$ cat config.mk
export PLATFORM = sky130hd
export DESIGN_NAME = ram_bus_arbiter
export DESIGN_NICKNAME = d
export VERILOG_FILES = /design/src/rtl/ram_bus_arbiter.sv
export SDC_FILE = /design/constraint.sdc
export NUM_CORES = 1
export LEC_CHECK = 0
export ABC_AREA = 1
export BUFFER_PORTS_ARGS = -buffer_cell sky130_fd_sc_hd__buf_2
export CAP_MARGIN = 20
export CORE_AREA = 2 2 120 122
export CTS_BUF_LIST = sky130_fd_sc_hd__clkbuf_2 sky130_fd_sc_hd__clkbuf_4 sky130_fd_sc_hd__clkbuf_8
export CTS_CLUSTER_SIZE = 25
export DETAILED_ROUTE_END_ITERATION = 8
export DIE_AREA = 0 0 122 124
export PLACE_DENSITY_LB_ADDON = 0.3
export REMOVE_ABC_BUFFERS = 1
export SYNTH_ARGS = -nofsm -noshare
export SYNTH_HDL_FRONTEND = slang
export SYNTH_SLANG_ARGS = --single-unit
export TNS_END_PERCENT = 10
$ cat constraint.sdc
create_clock -name clk -period 1.85 [get_ports clk]
set_input_delay 0.185 -clock clk [delete_from_list [all_inputs] [get_ports clk]]
set_output_delay 0.185 -clock clk [all_outputs]
set_load 0.02 [all_outputs]
$ cat src/rtl/ram_bus_arbiter.sv
// ram_bus_arbiter: two-master round-robin arbiter in front of the single data RAM.
// Master 0 is the CPU data port and master 1 is the DMA/program loader.
// One beat per granted cycle. A master may lock the grant for up to MAX_BURST
// consecutive beats, after which the other master is served if it is waiting.
// Bus outputs and rdy are decoded from the grant state and the owner's request.
// The RAM read path is combinational.
module ram_bus_arbiter #(
  parameter int unsigned MAX_BURST = 8
) (
  input  logic        clk,
  input  logic        reset,

  input  logic        m0_req,
  input  logic        m0_lock,
  input  logic        m0_we,
  input  logic [31:0] m0_addr,
  input  logic [31:0] m0_wData,
  input  logic [2:0]  m0_func3,
  output logic        m0_rdy,
  output logic [31:0] m0_rData,

  input  logic        m1_req,
  input  logic        m1_lock,
  input  logic        m1_we,
  input  logic [31:0] m1_addr,
  input  logic [31:0] m1_wData,
  input  logic [2:0]  m1_func3,
  output logic        m1_rdy,
  output logic [31:0] m1_rData,

  output logic        busWe,
  output logic [31:0] busAddr,
  output logic [31:0] busWData,
  output logic [2:0]  busFunc3,
  input  logic [31:0] busRData,

  output logic [1:0]  owner
);

  typedef enum logic [1:0] {
    IDLE = 2'd0,
    GNT0 = 2'd1,
    GNT1 = 2'd2
  } state_t;

  localparam logic [8:0] MAX_BURST_W = 9'(MAX_BURST);

  state_t     state_q, state_d;
  logic       last_m_q, last_m_d;
  logic [7:0] beat_cnt_q, beat_cnt_d;

  logic       beat0;
  logic       beat1;
  logic [8:0] beat_next;

  // A beat happens only when the current owner is actually requesting.
  assign beat0     = (state_q == GNT0) && m0_req;
  assign beat1     = (state_q == GNT1) && m1_req;
  assign beat_next = {1'b0, beat_cnt_q} + 9'd1;

  // Grant sequencing: round-robin on ties, locked bursts bounded by MAX_BURST.
  always_comb begin
    state_d    = state_q;
    last_m_d   = last_m_q;
    beat_cnt_d = beat_cnt_q;
    unique case (state_q)
      IDLE: begin
        beat_cnt_d = '0;
        if (m0_req && m1_req) begin
          state_d = last_m_q ? GNT0 : GNT1;
        end else if (m0_req) begin
          state_d = GNT0;
        end else if (m1_req) begin
          state_d = GNT1;
        end
      end
      GNT0: begin
        if (m0_req) begin
          last_m_d = 1'b0;
          if (m0_lock && (beat_next < MAX_BURST_W)) begin
            state_d    = GNT0;
            beat_cnt_d = beat_next[7:0];
          end else begin
            beat_cnt_d = '0;
            state_d    = m1_req ? GNT1 : IDLE;
          end
        end else begin
          state_d    = IDLE;
          beat_cnt_d = '0;
        end
      end
      GNT1: begin
        if (m1_req) begin
          last_m_d = 1'b1;
          if (m1_lock && (beat_next < MAX_BURST_W)) begin
            state_d    = GNT1;
            beat_cnt_d = beat_next[7:0];
          end else begin
            beat_cnt_d = '0;
            state_d    = m0_req ? GNT0 : IDLE;
          end
        end else begin
          state_d    = IDLE;
          beat_cnt_d = '0;
        end
      end
      default: begin
        state_d    = IDLE;
        beat_cnt_d = '0;
      end
    endcase
  end

  // State, last-owner pointer and burst counter; lastM=1 lets master 0 win the first tie.
  always_ff @(posedge clk or negedge reset) begin
    if (!reset) begin
      state_q    <= IDLE;
      last_m_q   <= 1'b1;
      beat_cnt_q <= '0;
    end else begin
      state_q    <= state_d;
      last_m_q   <= last_m_d;
      beat_cnt_q <= beat_cnt_d;
    end
  end

  // Bus mux and per-master handshake; everything is zero unless a beat is in progress.
  always_comb begin
    busWe    = 1'b0;
    busAddr  = '0;
    busWData = '0;
    busFunc3 = '0;
    m0_rdy   = 1'b0;
    m1_rdy   = 1'b0;
    m0_rData = '0;
    m1_rData = '0;
    if (beat0) begin
      busWe    = m0_we;
      busAddr  = m0_addr;
      busWData = m0_wData;
      busFunc3 = m0_func3;
      m0_rdy   = 1'b1;
      m0_rData = busRData;
    end else if (beat1) begin
      busWe    = m1_we;
      busAddr  = m1_addr;
      busWData = m1_wData;
      busFunc3 = m1_func3;
      m1_rdy   = 1'b1;
      m1_rData = busRData;
    end
  end

  // Debug owner code follows the grant state alone.
  always_comb begin
    unique case (state_q)
      GNT0:    owner = 2'b01;
      GNT1:    owner = 2'b10;
      default: owner = 2'b00;
    endcase
  end

endmodule

# After elaboration in Yosys (flattened, before gate mapping)
# Index checks and enable logic that the tools add are counted.
[classes] add_sub_neg=1 magnitude_cmp=1 eq_ne=5 n_mux=34 reduce_logical=8
[op_table] cell="$mux W32" count=7
[op_table] cell="$mux W8" count=4
[op_table] cell="$mux W2" count=9
[op_table] cell="$pmux W8 S2" count=1
[op_table] cell="$add A8 B1 Y9 const B" count=1
[op_table] cell="$lt A9 B4 Y1 const B" count=1
[op_table] cell="$mux W1" count=8
[op_table] cell="$mux W3" count=2
[op_table] cell="$pmux W2 S3" count=1
[op_table] cell="$logic_and A1 B1 Y1" count=5
[op_table] cell="$ne A2 B2 Y1 const B" count=2
[op_table] cell="$ne A4 B4 Y1 const B" count=1
[op_table] cell="$pmux W2 S2" count=1
[op_table] cell="$reduce_and A3 Y1" count=1
[op_table] cell="$eq A2 B1 Y1 const B" count=1
[op_table] cell="$eq A2 B2 Y1 const B" count=1
[op_table] cell="$logic_not A2 Y1" count=1
[op_table] cell="$pmux W1 S2" count=1
[op_table] cell="$reduce_bool A2 Y1" count=1
[totals] register_bits=11 output_inout_bits=136

# Depth between registers and ports, before layout
[logic_depth] ltp_word=6 mapped_depth=12 ltp_nobuf=12

# Least setup slack after synthesis
# No wires, ideal clock.
[synth_timing] path_kind="reg-to-output" startpoint="reg state_q[1]" endpoint="out busAddr[22]" t_arrival_ps=1845 required_time_ps=1665 slack_ps=-180 stages_incl_launch_ff=7 path_buffers=1 cell_sequence="dfrtp_1 inv_1 ha_1 nand2_1 inv_2 buf_1 a22o_1"
[synth_between] elab_chain_len=4
[synth_rtl] element="start, declared" line_no="48" source="state_t state_q, state_d;"
[synth_rtl] element="start signal, assigned" line_no="121" source="state_q <= state_d;"
[synth_rtl] element="$eq A2 B2 Y1" line_no="58" source="assign beat1 = (state_q == GNT1) && m1_req;"
[synth_rtl] element="$logic_and A1 B1 Y1" line_no="58"
[synth_rtl] element="$mux W32" line_no="144" source="end else if (beat1) begin"
[synth_rtl] element="$mux W32 (*)" line_no="137" source="if (beat0) begin"
[synth_rtl] element="end, declared" line_no="32" source="output logic [31:0] busAddr,"
# Every way passes the cells marked *; elsewhere a longest branch is shown, timed or not.

# Worst setup path in the final report
[layout_timing] startpoint="reg state_q[1]" endpoint="out busAddr[28]"
# The elaborated chain is that of the path after synthesis.

==> metrics.md <==
| Metric | Value |
|---|---|
| Final setup fails | 96 |
| Root Buffer | clkbuf_8 |
| Layout cells sized above 1 | 0.588 |
| Final slew viol count | 0 |
| Combinational power share | 0.861 |
| Syn avg cell area | 6.22 sq um |
| Vias in the first global route | 2694 |
| CP delay by family, top | buffers and inverters |
| Outcome | complete, but fails checks |
| Synthesis warning total | 0 |
| Cells after DPL | 761 |
| Hold crit path type | primary input to register |
| Total track usage | 0.137 |
| Flops & latches, synth | 11 |
| Hold Crit Start | m0_req |
| First-pass GRT wire length | 15.5 mm |
| Worst skew pair latency | 0.24 ns |
| Syn Std Cell Area | 1750 sq um |
| Leakage | 0.00258 uW |
| Clock buffer depth | 2 |
| Unrepaired setup endpoints after global routing | yes |
| Seq/Total Area, Yosys | 0.158 |
| Vias/cell | 3.93 |
| Arrival time at the worst endpoint | 1.80 ns |
| WS Path Type | register to primary output |
| Row Count | 43 |
| Worst-path clk slew | 0.05 ns |
| Switching part of the total | 0.487 |
| Vias | 3083 |
| Syn Inst Count | 281 |
| Crit end category | primary output |
| Clk_skew | 0.00345 ns |
| Full die area | 15100 sq um |
| Max stage delay cell, worst path | dfrtp_1 |
| Critical path data required time | 1.66 ns |
| CP bufs+invs | 6 |
| Post-Route WL | 12.2 mm |
| Post-DP HPWL | 10.1 mm |
| Worst Setup SP | state_q[1] |
| H-tree depth | 1 |
| P&R area growth vs syn | 142% |
| Worst vdd ir | 596 uV |
| Total grt overflow | 0 |
| DP Area | 3550 sq um |
| Clock power share | 0.060 |
| Worst Setup Start Kind | register |
| Fin Hold WS | 0.298 ns |
| Number of distinct library cells after synthesis | 24 |
| Initial Utilization | 0.127 |
| I/O pins | 310 |
| Non-filler instance count after layout | 784 |
| Crit-path most repeated cell | buf_12 |
| Failing checks | negative setup slack |
| Post-route cell area | 4230 sq um |
| Worst path max stage delay | 0.42 ns |
| Tot Pwr | 4120 uW |
| Fin. Hold Viols | 0 |
| Worst Slack Setup Final | -0.133 ns |
| Initial antenna violation count | 6 |
| Starting DRT DRC Count | 116 |
| First-pass detailed-route iteration total | 4 |
| Sw power | 2010 uW |
| Synth area leaders | a22o_1 (34%), nor2_1 (16%), dfrtp_1 (14%) |
| Routed WL per cell | 15.6 microns |
| Residual DRC count | 0 |
| Area leader, netlist | a22o_1 |
| Tcrit/Tclk final | 1.07 |
| Post-DRT Antenna Nets | 0 |
| Max frequency | 504 MHz |
| Area of the core region | 13700 sq um |
| Filler cells | 1531 |
| GP Congestion | 0.823 |
| Largest net degree at the start of global routing | 71 |
| Sequential share of power | 0.079 |
| PortBufs | 309 |
| CTS tree | built |
| Internal power | 2110 uW |
| Die width | 122 microns |
| Critical path fanouts, max | 7 |
| Max-Cap Viols | 0 |
| Power Density | 973 nW/um^2 |
| CP cell instances | inv_2 > ha_4 > nand2_4 > inv_4 > nor2_4 > buf_12 > buf_12 > buf_16 > a22o_1 > buf_6 |
| NumNets Final | 779 |
| Post-synth top area share | 0.340 |
| Worst R2R Start | beat_cnt_q[0] |
| Num CTS Buffers | 3 |
| Clock sink count | 11 |
| Chip Height | 124 microns |
| Minimum clock period | 1.98 ns |
-- cells by family after synthesis --
| kind of cell | count (synthesis) | share of synthesized area |
|---|---|---|
| fa+ha+maj | 5 | 0.0358 |
| flops | 11 | 0.158 |
| simple gates | 117 | 0.277 |
| other cells | 1 | 0.00214 |
| compound gates | 75 | 0.362 |
| xor+xnor | 1 | 0.00501 |
| buf+inv | 71 | 0.160 |
-- worst reg2reg max path, cell delays in order, from the launching register on --
cell and delay, ns:
dfrtp_1 0.39, ha_1 0.22, nand2_1 0.10, inv_1 0.08, nand2_1 0.05, nand2_1 0.08, nand3_2 0.10, nor2_4 0.14
nand4_1 0.12, nand2_1 0.11, nand2_2 0.07, nor2_1 0.09
-- through the flow --
stage | utilization | setup WS [ns] | TNS [ns]
2_1_floorplan | - | -2.08 | -185.92
3_3_place_gp | 0.259 | 0.0175 | 0
3_5_place_dp | 0.259 | 0.0161 | 0
4_1_cts | 0.299 | -0.174 | -9.50
5_1_grt | 0.308 | -0.211 | -15.34
6_report | 0.308 | -0.133 | -7.56
-- power groups by stage --
stage | Sequential (uW) | Clock (uW) | Combinational [uW]
2_1_floorplan | 311 | 0 | 1660
3_3_place_gp | 319 | 0 | 2770
3_5_place_dp | 319 | 0 | 2750
4_1_cts | 321 | 260 | 3390
5_1_grt | 329 | 269 | 3780
6_report | 326 | 247 | 3540
-- synthesized netlist by cell type --
master,n
nor2_1,73
a22o_1,68
inv_1,48
nand2_1,27
clkbuf_1,11
dfrtp_1,10
nand3_1,8
buf_2,5
ha_1,5
o21ai_1,4
buf_1,3
nand4_1,3
buf_4,2
inv_2,2
nand2_2,2
nor2_4,2
a21oi_1,1
conb_1,1
dfstp_2,1
nand3_2,1
nor3_1,1
o21ai_0,1
o21bai_1,1
xnor2_1,1
-- state kept, by name, summed over array words and instances, names as in the netlist --
register	cells
beat_cnt_q	8
last_m_q	1
state_q	2
-- repair_timing --
item / in CTS / in global routing
setup buffers: 4 / 6
setup endpoints to repair: 100 / 103
hold endpoints to repair: 10 / 0
resized for setup: 130 / 14
cloned: 2 / 1
hold buffers: 1 / 0
pin swaps: 2 / 13
-- final cells by class --
class | count | area, sq um | area share
multi-input cells | 203 | 1250 | 0.295
well taps | 180 | 225 | 0.0532
clock buffers | 4 | 48.8 | 0.0115
flip-flops and latches | 11 | 278 | 0.0657
inverters | 50 | 190 | 0.0450
diodes | 5 | 12.5 | 0.00296
repair buffers | 331 | 2230 | 0.527
-- layout by cell type (no fill, tap or decap), drive strengths merged, types with 3 or more instances in the layout --
| master | n |
|---|---|
| inv | 50 |
| nand3 | 9 |
| nor2 | 75 |
| dfrtp | 10 |
| diode | 5 |
| ha | 5 |
| a22o | 68 |
| nand4 | 3 |
| buf | 329 |
| nand2 | 29 |
| conb | 5 |
| clkbuf | 5 |
| o21ai | 5 |
-- worst paths after layout --
path	endpoint	slack (ns)	depth (start not counted)
max	busAddr[28]	-0.13	10
min	state_q[1]	0.30	4
max reg2reg	beat_cnt_q[2]	0.23	11
min reg2reg	last_m_q	0.48	2
max in group asynchronous	last_m_q	1.25	2
min in group asynchronous	beat_cnt_q[0]	0.34	2
-- routing by layer --
layer | track usage | share of wire | wire [microns] | up-vias
met2 | 0.240 | 0.50 | 6130 | 146
met3 | 0.0275 | 0.071 | 864 | 9
li1 | - | - | - | 1576
met1 | 0.175 | 0.42 | 5150 | 1352
met5 | 0 | 0 | 0 | -
met4 | 0.0266 | 0.0065 | 80 | 0
(Power assumes the default switching activity.)
